File: src/rtl/seq_alu.sv
// -----------------------------------------------------------------------------
// seq_alu : sequential ALU with valid/ready handshakes on both sides.
//
// Single-cycle ops (NOT, AND, ADD, SUB, SHL, SRA, PASS) load the result
// register on the accept edge. MUL (sel=101) is an iterative shift-add
// multiplier that takes WIDTH extra edges. It is built only when the macro
// SEQ_ALU_MUL_EN is defined. Without the macro, sel=101 completes in one
// cycle with o=0 and nzp=010.
//
// Ports
//   clk        rising-edge clock
//   rst        synchronous active-high reset
//   in_valid   operation presented on a/b/sel
//   in_ready   operation is accepted this cycle when in_valid is also high
//   a, b       operands; b[$clog2(WIDTH)-1:0] is the shift amount
//   sel        opcode
//   out_valid  o/nzp hold a result that has not been consumed
//   out_ready  consumer takes the result this cycle
//   o          registered result
//   nzp        registered one-hot condition codes {N,Z,P}
// -----------------------------------------------------------------------------
module seq_alu #(
    parameter int WIDTH = 16
) (
    input  logic             clk,
    input  logic             rst,
    input  logic             in_valid,
    output logic             in_ready,
    input  logic [WIDTH-1:0] a,
    input  logic [WIDTH-1:0] b,
    input  logic [2:0]       sel,
    output logic             out_valid,
    input  logic             out_ready,
    output logic [WIDTH-1:0] o,
    output logic [2:0]       nzp
);

    localparam int SW = $clog2(WIDTH);

    // Condition codes for a value that is about to load into o.
    function automatic logic [2:0] nzp_of(input logic [WIDTH-1:0] v);
        logic [2:0] r;
        if (v[WIDTH-1]) begin
            r = 3'b100;
        end else if (v == '0) begin
            r = 3'b010;
        end else begin
            r = 3'b001;
        end
        return r;
    endfunction

    logic [WIDTH-1:0] o_q, o_d;
    logic [2:0]       nzp_q, nzp_d;
    logic             out_valid_q, out_valid_d;

    logic             idle_s;
    logic             accept_s;
    logic             start_mul_s;
    logic             mul_done_s;
    logic [WIDTH-1:0] mul_res_s;
    logic             load_s;
    logic [WIDTH-1:0] load_val_s;
    logic [WIDTH-1:0] alu_s;
    logic [SW-1:0]    shamt_s;

    assign shamt_s  = b[SW-1:0];
    assign in_ready = idle_s && (!out_valid_q || out_ready);
    assign accept_s = in_valid && in_ready;

    // Single-cycle result for every opcode; sel=101 yields 0 here and is only
    // used when the multiplier is not built.
    always_comb begin
        alu_s = '0;
        case (sel)
            3'b000:  alu_s = ~a;
            3'b001:  alu_s = a & b;
            3'b010:  alu_s = a + b;
            3'b011:  alu_s = a - b;
            3'b100:  alu_s = a << shamt_s;
            3'b101:  alu_s = '0;
            3'b110:  alu_s = $unsigned($signed(a) >>> shamt_s);
            3'b111:  alu_s = a;
            default: alu_s = a;
        endcase
    end

`ifdef SEQ_ALU_MUL_EN
    localparam logic [0:0] ST_IDLE = 1'b0;
    localparam logic [0:0] ST_MUL  = 1'b1;

    logic [0:0]       state_q, state_d;
    logic [SW-1:0]    cnt_q, cnt_d;
    logic [WIDTH-1:0] mcand_q, mcand_d;
    logic [WIDTH-1:0] mplr_q, mplr_d;
    logic [WIDTH-1:0] acc_q, acc_d;
    logic [WIDTH-1:0] acc_step_s;

    assign idle_s      = (state_q == ST_IDLE);
    assign start_mul_s = accept_s && (sel == 3'b101);
    // One partial product per cycle: add the shifted multiplicand when the
    // current multiplier LSB is set. Bits above WIDTH are dropped (mod 2^WIDTH).
    assign acc_step_s  = acc_q + (mplr_q[0] ? mcand_q : '0);
    assign mul_res_s   = acc_step_s;

    // Multiplier FSM and datapath next state.
    always_comb begin
        state_d    = state_q;
        cnt_d      = cnt_q;
        mcand_d    = mcand_q;
        mplr_d     = mplr_q;
        acc_d      = acc_q;
        mul_done_s = 1'b0;
        case (state_q)
            ST_IDLE: begin
                if (start_mul_s) begin
                    state_d = ST_MUL;
                    cnt_d   = '0;
                    mcand_d = a;
                    mplr_d  = b;
                    acc_d   = '0;
                end else begin
                    state_d = ST_IDLE;
                end
            end
            ST_MUL: begin
                acc_d   = acc_step_s;
                mcand_d = {mcand_q[WIDTH-2:0], 1'b0};
                mplr_d  = {1'b0, mplr_q[WIDTH-1:1]};
                // The last of WIDTH steps loads the product directly.
                if (cnt_q == SW'(WIDTH - 1)) begin
                    mul_done_s = 1'b1;
                    state_d    = ST_IDLE;
                    cnt_d      = '0;
                end else begin
                    cnt_d = cnt_q + SW'(1);
                end
            end
            default: state_d = ST_IDLE;
        endcase
    end

    // Multiplier state registers; reset discards any in-flight product.
    always_ff @(posedge clk) begin
        if (rst) begin
            state_q <= ST_IDLE;
            cnt_q   <= '0;
            mcand_q <= '0;
            mplr_q  <= '0;
            acc_q   <= '0;
        end else begin
            state_q <= state_d;
            cnt_q   <= cnt_d;
            mcand_q <= mcand_d;
            mplr_q  <= mplr_d;
            acc_q   <= acc_d;
        end
    end
`else
    assign idle_s      = 1'b1;
    assign start_mul_s = 1'b0;
    assign mul_done_s  = 1'b0;
    assign mul_res_s   = '0;
`endif

    assign load_s = (accept_s && !start_mul_s) || mul_done_s;

    // Pick the value that loads into the result register.
    always_comb begin
        if (mul_done_s) begin
            load_val_s = mul_res_s;
        end else begin
            load_val_s = alu_s;
        end
    end

    // Result register next state: a new load wins over a consume.
    always_comb begin
        o_d         = o_q;
        nzp_d       = nzp_q;
        out_valid_d = out_valid_q;
        if (load_s) begin
            o_d         = load_val_s;
            nzp_d       = nzp_of(load_val_s);
            out_valid_d = 1'b1;
        end else if (out_valid_q && out_ready) begin
            out_valid_d = 1'b0;
        end else begin
            out_valid_d = out_valid_q;
        end
    end

    // Result registers.
    always_ff @(posedge clk) begin
        if (rst) begin
            o_q         <= '0;
            nzp_q       <= 3'b010;
            out_valid_q <= 1'b0;
        end else begin
            o_q         <= o_d;
            nzp_q       <= nzp_d;
            out_valid_q <= out_valid_d;
        end
    end

    assign o         = o_q;
    assign nzp       = nzp_q;
    assign out_valid = out_valid_q;

endmodule

File: config.mk
export PLATFORM = sky130hd
export DESIGN_NAME = seq_alu
export DESIGN_NICKNAME = d
export VERILOG_FILES = /design/src/rtl/seq_alu.sv
export SDC_FILE = /design/constraint.sdc
export NUM_CORES = 1
export LEC_CHECK = 0
export CAP_MARGIN = 30
export CORE_MARGIN = 2
export CORE_UTILIZATION = 50
export DETAILED_ROUTE_END_ITERATION = 8
export HOLD_SLACK_MARGIN = 0.02
export PLACE_DENSITY = 0.77
export SYNTH_ARGS = -nofsm -noshare
export SYNTH_HDL_FRONTEND = slang
export SYNTH_SLANG_ARGS = --single-unit
File: constraint.sdc
create_clock -name clk -period 4.65 [get_ports clk]
set_input_delay 1.1625 -clock clk [delete_from_list [all_inputs] [get_ports clk]]
set_output_delay 1.1625 -clock clk [all_outputs]
set_load 0.05 [all_outputs]
==> impl_metrics.py, run 1 <==
metrics = {
    "place": {
        "post-dp-hpwl_um": 15060,
        "io_buffers": 59,
        "dp_cells": 818,
        "pre_cts_slack_ns": -0.6181,
        "routabilityCongestion": 1.017,
    },
    "power": {
        "peakVddDrop_mv": 0.1470,
        "p_clk_frac": 0.108,
        "seqPwrFrac": 0.166,
        "power.density_nw_per_um2": 185.0,
        "pwr-share-comb": 0.726,
        "swShare": 0.4566,
        "intPower_uw": 602.7,
        "leakage_uw": 0.002518,
        "switchingPower_uw": 506.5,
    },
    "yosys": {
        "ys.flop_type": "dfxtp_1",
        "synth_warnings": 0,
        "synth_top_cell_by_area": "dfxtp_1",
        "syn_area_um2": 4383,
        "synth_seq_cells": 19,
        "synth.avg_cell_area_um2": 7.479,
        "synth_common_cells": "55 x a21oi_1, 54 x nand2_1, 54 x nor2_1",
        "yosysUniqueCellTypes": 75,
        "synth_top_area_frac": 0.08678,
        "synth.area.top_cells": "dfxtp_1 8.7%, mux4_2 8.2%, a21oi_1 6.3%",
        "synth_most_common_cell": "a21oi_1",
        "synth.yosys.seq_area_share": 0.08678,
        "synth_edf_count": 0,
        "syn_inst": 586,
        "synth_nets": 644,
        "synthArstFlopShare": 0,
    },
    "floorplanning": {
        "start_util": 0.5100,
        "die_area_um2": 9531,
        "die_h_um": 97.63,
        "core_um2": 8593,
        "rows": 34,
        "die_w_um": 97.63,
        "ios": 60,
    },
    "min_path": {
        "min_path_cells": 2,
        "hold_start": "o[11]",
        "min_to": "o[11]",
        "hold_class": "reg2reg",
    },
    "grt": {
        "gr-max-usage-layer": "met2",
        "grt_use_met1": 0.5272,
        "gr-total-overflow": 0,
        "grt_antenna_before_repair": 0,
        "met2_usage": 0.6393,
        "grt_max_degree": 60,
        "grt_pass1_wl_um": 30170,
        "grt.met3_usage": 0.08489,
        "grt_pass1_vias": 5394,
        "grt_usage": 0.3993,
    },
    "cts": {
        "cts_tree": "done",
        "cts_root_buf": "clkbuf_8",
        "clock-sinks": 19,
        "cts_made_buffers": 3,
        "clockBufferDepth": 2,
        "clk_pin_slew_ns": 0.07,
        "clkLatencyLatePin_ns": 0.26,
        "htreeDepth": 1,
        "holdBufCountCts": 0,
    },
    "drt": {
        "drtIter0Drc": 652,
        "viasPerCell": 6.831,
        "route.detailed.drc": 0,
        "wl_per_cell_um": 23.61,
        "routed_wl_um": 19530,
        "vias": 5649,
        "ant_nets": 0,
        "first_pass_iters": 5,
    },
    "worst_setup_path": {
        "rrSetupSlack_ns": 2.09,
        "path_max_fanout": 6,
        "start_kind": "input port",
        "crit_required_ns": 4.81,
        "worst_path_max_delay_cell": "or4b_4",
        "rr_worst_depth": 9,
        "cpPeakStageDelay_ns": 0.58,
        "crit_buf_inv": 3,
        "crit_chain": "clkdlybuf4s50_1 -> nand2b_4 -> nor2_4 -> buf_4 -> a21oi_1 -> xnor2_1 -> ha_2 -> buf_4 -> nand4_1 -> a211o_1 -> and3_1 -> o21ai_2 -> a32oi_2 -> or4b_4 -> o31a_1",
        "cpMostUsedCell": "buf_4",
        "r2r-start": "out_valid",
        "r2r-end": "nzp[0]",
        "end_kind": "flip-flop",
        "arrival_ns": 4.76,
        "crit_family": "compound AO/OA/AOI/OAI gates",
        "crit_type": "in2reg",
    },
    "timing": {
        "tightest_slew_ns": 1.070,
        "worst_slack_ns": 0.04904,
        "setup_viol": 0,
        "fin_crit_sh": 0.9895,
        "finalHoldViolations": 0,
        "skew_ns": 0.0009725,
        "relSlewSlack": 0.2766,
        "max_freq_ghz": 0.2173,
        "slew_violations": 0,
        "fin_crit_ns": 4.601,
    },
    "layout": {
        "layout.nets": 778,
        "num_antenna_cells": 0,
        "final_cell_count_no_fill": 827,
        "areaGrowthSynthToFinish_pct": 36.77,
        "layout-drive-gt1-share": 0.2656,
    },
    "job": {
        "maxCapViolCount": 0,
    },
    "run_status": {
        "outcome": "finished, final reports clean",
    },
}
registers in the layout (all words and copies together), names as in the netlist:
name / count
o: 16
nzp: 2
out_valid: 1
kinds of logic (layout without fill, tap and decap cells):
family | after synthesis | after routing | synth area share
buffers and inverters | 78 | 211 | 0.08335
adders and majority gates | 19 | 19 | 0.05595
and+or+nand+nor | 201 | 201 | 0.2287
DFF | 19 | 19 | 0.08678
muxes | 59 | 59 | 0.2138
AOI/OAI and AO/OA | 193 | 193 | 0.2975
xor gates and xnor gates | 17 | 17 | 0.03397
worst register-to-register path, stage by stage, from the launching register on:
cell and delay [ns]:
dfxtp_1 0.33, nand2b_1 0.15, nand2_1 0.14, a2111oi_2 0.35
buf_4 0.17, nand3_1 0.09, a211oi_1 0.28, nand4b_1 0.13
or4b_4 0.52, o31a_1 0.29
power by group through the flow:
stage	combinational [µW]	clock [µW]	sequential, µW
2_1_floorplan	390	0	235
3_3_place_gp	742	0	187
3_5_place_dp	756	0	188
4_1_cts	763	122	184
5_1_grt	850	125	186
6_report	806	119	184
worst max-delay path by stage:
stage	cells after the start	from	endpoint
finish	15	sel[2]	nzp[0]
global route	16	sel[2]	nzp[0]
CTS	16	b[4]	nzp[0]
detailed placement	15	b[2]	nzp[0]
global placement	15	b[2]	nzp[0]
floorplan	19	b[1]	nzp[0]
per-stage QoR:
step | utilization | power [µW] | cell area [µm²] | TNS [ns] | hold slack, ns
after detailed placement | 0.6724 | 943.3 | 5778 | -1.543 | 0.4492
after global placement | 0.6724 | 928.2 | 5778 | -1.265 | 0.4434
after floorplan | - | 624.6 | 4427 | 0 | 0.6754
after CTS | 0.6814 | 1069 | 5856 | 0 | 0.4576
final | 0.6976 | 1109 | 5995 | 0 | 0.4546
after global routing | 0.6976 | 1161 | 5995 | -0.1275 | 0.4800
final cells by class:
cell class / instances / area [µm²]
clock buffer: 4 / 45.04
fill: 722 / 2599
inverter: 18 / 67.56
multi-input combinational: 489 / 3782
sequential: 19 / 380.4
tap: 108 / 135.1
timing repair buffer: 189 / 1584
what timing repair did:
action / in CTS / in global routing
endpoints found under the setup margin: 2 / 5
setup buffers: 0 / 4
pin swaps: 1 / 6
endpoints found under the hold margin: 0 / 0
gates resized for setup: 5 / 28
routing by layer:
metal	part of all wire	vias up
met5	0	-
met4	0.046	0
met3	0.12	95
met2	0.45	410
met1	0.39	2643
li1	-	2501
placed cells by master, fill, tap and decap left out, drive strengths merged, types with 8 or more instances in the layout:
cell type        n
nor3            12
dfxtp           19
nand3           20
clkdlybuf4s50   53
a21oi           55
xnor2           12
and3             8
buf            131
o21ai           28
a21o             8
mux4            24
mux2i           22
mux2            13
o211ai           9
ha              18
nor2            54
inv             17
o21a            11
nand2           54
a211oi          22
(Power assumes the default switching activity.)
==> run 2: changes to the inputs <==
--- a/config.mk
+++ b/config.mk
@@ -6,11 +6,14 @@
 export NUM_CORES = 1
 export LEC_CHECK = 0
 export CAP_MARGIN = 30
+export CELL_PAD_IN_SITES_DETAIL_PLACEMENT = 2
+export CELL_PAD_IN_SITES_GLOBAL_PLACEMENT = 2
 export CORE_MARGIN = 2
-export CORE_UTILIZATION = 50
+export CORE_UTILIZATION = 30
 export DETAILED_ROUTE_END_ITERATION = 8
 export HOLD_SLACK_MARGIN = 0.02
-export PLACE_DENSITY = 0.77
+export PLACE_DENSITY_LB_ADDON = 0.1
+export SLEW_MARGIN = 20
 export SYNTH_ARGS = -nofsm -noshare
 export SYNTH_HDL_FRONTEND = slang
 export SYNTH_SLANG_ARGS = --single-unit
==> run 2 against run 1 <==
  * Non-clock buffer count is 3 lower
  * Register-to-register slack hardly changed
  * Core utilization is 27 points lower
  * Sequential share of layout area is 0.19 points lower
  * Combinational power is 3.3% higher
  * Flip-flop and latch count stayed put
  * Count of clock-buffer cells in the layout is 1 lower
  * Routed wire length is 21% higher
  * Setup slack better by 0.11 ns
  * Design area is 3.0% higher
  * First-iteration DRC count is 43% lower
  * Critical path type unchanged
  * Largest cell class unchanged
  * Largest power group unchanged
  * Highest routed layer unchanged
==> impl_metrics.py, run 2 (same netlist as run 1, synthesis figures left out) <==
metrics = {
    "timing": {
        "setup_tns_ns": 0,
        "relSlewSlack": 0.4596,
        "tightest_slew_ns": 0.7901,
        "setup_viol": 0,
        "fin_crit_ns": 4.494,
        "finalHoldViolations": 0,
        "max_freq_ghz": 0.2225,
        "fin_crit_sh": 0.9664,
        "skew_ns": 0.006265,
        "slew_violations": 0,
    },
    "drt": {
        "vias": 5571,
        "first_pass_iters": 5,
        "route.detailed.drc": 0,
        "drtIter0Drc": 372,
        "routed_wl_um": 23710,
        "ant_nets": 0,
        "wl_per_cell_um": 26.35,
        "viasPerCell": 6.190,
    },
    "cts": {
        "clk_pin_slew_ns": 0.06,
        "clockBufferDepth": 2,
        "holdBufCountCts": 0,
        "cts_tree": "done",
        "htreeDepth": 1,
        "cts_made_buffers": 3,
        "clkLatencyLatePin_ns": 0.25,
        "clock-sinks": 19,
        "cts_root_buf": "clkbuf_16",
    },
    "grt": {
        "grt_pass1_wl_um": 36550,
        "grt_antenna_before_repair": 0,
        "grt_max_degree": 58,
        "grt_usage": 0.2973,
        "grt_pass1_vias": 6011,
        "gr-total-overflow": 0,
    },
    "worst_setup_path": {
        "cpPeakStageDelay_ns": 0.48,
        "path_max_fanout": 4,
        "crit_start": "sel[0]",
        "arrival_ns": 4.63,
        "worst_path_max_delay_cell": "clkdlybuf4s50_1",
        "crit_type": "in2reg",
        "rr_worst_depth": 8,
        "crit_family": "simple AND/OR/NAND/NOR gates",
        "crit_buf_inv": 4,
        "r2r-start": "out_valid",
        "crit_chain": "clkdlybuf4s50_1 -> inv_1 -> nor2_4 -> buf_4 -> nor2_1 -> xnor2_1 -> ha_1 -> nor2b_2 -> o31a_1 -> buf_4 -> o2111ai_1 -> o41ai_2 -> nand4bb_1 -> a21oi_2 -> or4b_4 -> o31a_1",
        "rrSetupSlack_ns": 2.10,
        "crit_required_ns": 4.79,
        "end_kind": "flip-flop",
        "r2r-end": "nzp[0]",
        "start_kind": "input port",
    },
    "power": {
        "p_total_uw": 1195,
        "power.density_nw_per_um2": 193.6,
        "leakage_uw": 0.002533,
        "peakVddDrop_mv": 0.1095,
    },
    "min_path": {
        "hold_start": "o[4]",
        "hold_class": "reg2reg",
        "min_path_cells": 2,
        "min_to": "o[4]",
    },
    "floorplanning": {
        "die_w_um": 124.9,
        "die_h_um": 124.9,
        "ios": 60,
        "die_area_um2": 15590,
        "core_um2": 14420,
        "start_util": 0.3039,
        "rows": 44,
    },
    "job": {
        "maxCapViolCount": 0,
    },
    "layout": {
        "final_cell_count_no_fill": 900,
        "areaGrowthSynthToFinish_pct": 40.88,
        "largest_reg_flops": 16,
        "mostFrequentLayoutCells": "125 x buf_4, 52 x nand2_1, 52 x a21oi_1",
        "final_common_cell": "buf_4",
        "layout-drive-gt1-share": 0.2933,
        "layout.nets": 775,
        "num_antenna_cells": 0,
    },
    "place": {
        "routabilityCongestion": 0.9802,
        "io_buffers": 59,
        "post-dp-hpwl_um": 18430,
        "dp_cells": 893,
    },
    "run_status": {
        "outcome": "finished, final reports clean",
    },
}
run 2: worst max path at each step:
stage / slack, ns / cells after the start / end
after CTS: 0.01 / 15 / nzp[0]
after detailed placement: -0.55 / 15 / nzp[0]
after floorplan: 0.009 / 19 / nzp[0]
final: 0.16 / 16 / nzp[0]
after global routing: -0.01 / 16 / nzp[0]
after global placement: -0.39 / 15 / nzp[0]
run 2: worst min-delay path: stages, from the launching register on:
cell and delay, ns:
dfxtp_1 0.31, nand2_1 0.06, a21oi_1 0.06
run 2: what timing repair did:
item | in CTS | in global routing
setup endpoints to repair | 4 | 5
pin swaps | 1 | 13
resized for setup | 17 | 38
buffers inserted | 0 | 3
cloned | 0 | 0
run 2: layer usage:
layer  routed length (µm)  global-route usage  vias to the layer above
met5                    0                   0                        -
met4                 1030             0.09869                        0
met3                 1129             0.02320                       59
met2                11380              0.5076                      205
met1                10180              0.3973                     2814
li1                     -                   -                     2493
run 2: area by class of cell:
| class | count | area, µm² |
|---|---|---|
| well taps | 184 | 230.2 |
| clock buffers | 3 | 75.07 |
| repair buffers | 186 | 1551 |
| flip-flops and latches | 19 | 380.4 |
| clock inverters | 1 | 5.005 |
| fillers | 1637 | 8249 |
| multi-input cells | 489 | 3865 |
| inverters | 18 | 67.56 |
run 2: report_power, final:
| part | internal, µW | switching, µW |
|---|---|---|
| clock network | 115 | 62.5 |
| logic | 364 | 468 |
| registers | 177 | 8.13 |
run 2: stage by stage:
stage | cell area [µm²] | utilization | worst slack [ns] | hold slack [ns]
finish | 6175 | 0.4281 | 0.1564 | 0.4731
global route | 6175 | 0.4281 | -0.01168 | 0.5106
CTS | 5995 | 0.4156 | 0.01161 | 0.4782
detailed placement | 5864 | 0.4066 | -0.5471 | 0.4708
global placement | 5859 | 0.4062 | -0.3866 | 0.4466
floorplan | 4427 | - | 0.009409 | 0.6754
==> RTL edit (settings of run 1) <==
Set the parameter `WIDTH` to 8 (it was 16).
--- a/src/rtl/seq_alu.sv
+++ b/src/rtl/seq_alu.sv
@@ -20,7 +20,7 @@
 //   nzp        registered one-hot condition codes {N,Z,P}
 // -----------------------------------------------------------------------------
 module seq_alu #(
-    parameter int WIDTH = 16
+    parameter int WIDTH = 8
 ) (
     input  logic             clk,
     input  logic             rst,
Ports: changed (resized a, b and o); port bits go from 60 to 36. The function was not compared with the original's and may differ.
==> RTL edit against run 1 <==
  * Highest routed layer unchanged
  * Area after synthesis is 59% lower
  * Core utilization down 5.0 points
  * Register-to-register slack better by 980 ps
  * Sequential cell count decreased by 8
  * Cell area decreased by 64%
  * Power down 61%
  * Wire length down 73%
  * Non-clock buffer count fell by 146
  * Worst setup slack improved by 500 ps
==> RTL edit: results (changes against run 1) <==
metric,value,unit,change
Fill cells,329,,was 722
first-pass GRT wire length,8.811,mm,was 30.17 mm
clock skew after layout,1.306,ps,was 0.9725 ps
sequential-to-total area share from yosys stat,12.39,%,was 8.678%
detailed placer's ending HPWL,4.102,mm,was 15.06 mm
initial detailed-routing violation count,100,,was 652
"slowest stage delay, CP",470,ps,was 580 ps
Cells after Synth,240,,was 586
placed cell count,312,,was 818
syn nets,274,,was 644
number of unique standard cell types used by synthesis,53,,was 75
largest cells by area after synthesis,"sky130_fd_sc_hd__dfxtp_1 (12%), sky130_fd_sc_hd__mux4_2 (8.9%), sky130_fd_sc_hd__ha_1 (7.0%)",,"was sky130_fd_sc_hd__dfxtp_1 (8.7%), sky130_fd_sc_hd__mux4_2 (8.2%), sky130_fd_sc_hd__a21oi_1 (6.3%)"
setup slack of the most critical reg-to-reg path,3070,ps,was 2090 ps
Port Buffer Count,35,,was 59
WL met2,2.602,mm,was 8.826 mm
Final Worst Setup Slack,550.5,ps,was 49.04 ps
clock tree root buffer cell,sky130_fd_sc_hd__clkbuf_4,,was sky130_fd_sc_hd__clkbuf_8
vias in the first global route,1914,,"was 5,394"
Critical Path Slowest Stage Cell,sky130_fd_sc_hd__clkdlybuf4s50_1,,was sky130_fd_sc_hd__or4b_4
Total Routing Usage GR,26.45,%,was 39.93%
hold slack,462.0,ps,was 454.6 ps
average vias per placed instance,6.380,,was 6.831
max FFs per register,8,,was 16
final std cells w/o fill,316,,was 827
wl on met1,2.063,mm,was 7.549 mm
pin count of the biggest net entering global routing,20,,was 60
maximum vdd ir drop,0.07678,mV,was 0.1470 mV
Routability Congestion,1.011,,was 1.017
ratio of cells with drive above 1 in the final layout,9.259,%,was 26.56%
Post-CTS Resized,0,,was 5
crit path launch,b[1],,was sel[2]
placement-stage cell area,0.002152,mm^2,was 0.005778 mm^2
Pre-Repair DR Iteration Count,4,,was 5
static power due to leakage,0.8743,nW,was 2.518 nW
number of buffers created by CTS,3,,unchanged
run status,finished clean,,unchanged
worst-path maximum fanout,5,,was 6
Crit path arrival time,4260,ps,was 4760 ps
WL/cell,16.60,um,was 23.61 um
crit path to,nzp[1],,was nzp[0]
pre-CTS setup slack,297.2,ps,was -618.1 ps
most common library cells after synthesis,"sky130_fd_sc_hd__nand2_1 (27), sky130_fd_sc_hd__a21oi_1 (23), sky130_fd_sc_hd__nor2_1 (22), sky130_fd_sc_hd__o21ai_0 (13), sky130_fd_sc_hd__dfxtp_1 (11)",,"was sky130_fd_sc_hd__a21oi_1 (55), sky130_fd_sc_hd__nand2_1 (54), sky130_fd_sc_hd__nor2_1 (54), sky130_fd_sc_hd__clkbuf_1 (35), sky130_fd_sc_hd__o21ai_0 (27)"
met3 wire len,473,um,was 2.252 mm
==> RTL edit: changes by cell type in the layout (fill, tap and decap cells not counted), sizes merged, moves of 18 or more <==
cell	delta
clkdlybuf4s50	-18
a211oi	-20
nand2	-27
a21oi	-32
buf	-123
nor2	-32
==> RTL edit: cells by family after synthesis <==
kind of cell	share of synthesized area, %
AOI/OAI and AO/OA	26.67
xor gates and xnor gates	4.926
adders and majority gates	8.163
buffers and inverters	7.389
DFF	12.39
muxes	15.83
and+or+nand+nor	24.63
==> RTL edit: layout make-up <==
| class | instances | area, um^2 | area share, % |
|---|---|---|---|
| Timing Repair Buffer | 43 | 410.4 | 18.84 |
| Tap cell | 46 | 57.56 | 2.642 |
| Inverter | 10 | 37.54 | 1.723 |
| Sequential cell | 11 | 220.2 | 10.11 |
| Multi-Input combinational cell | 202 | 1426 | 65.48 |
| Clock buffer | 4 | 26.28 | 1.206 |
==> RTL edit: how the worst min path moves through the flow <==
stage               from  cells after the start   end
finish              o[6]                      2  o[6]
global route        o[6]                      2  o[6]
CTS                 o[6]                      2  o[6]
detailed placement  o[6]                      2  o[6]
global placement    o[6]                      2  o[6]
floorplan           o[6]                      2  o[6]
==> RTL edit: power by group <==
group          switching, mW  total (mW)  internal, mW
logic                  0.151       0.262         0.111
clock network         0.0318      0.0650        0.0332
registers            0.00418       0.107         0.102
==> RTL edit: per-layer routing <==
layer	track usage, %	up-vias
met5	0	-
met4	5.978	0
met3	5.000	15
met2	46.71	119
met1	33.11	932
li1	-	950
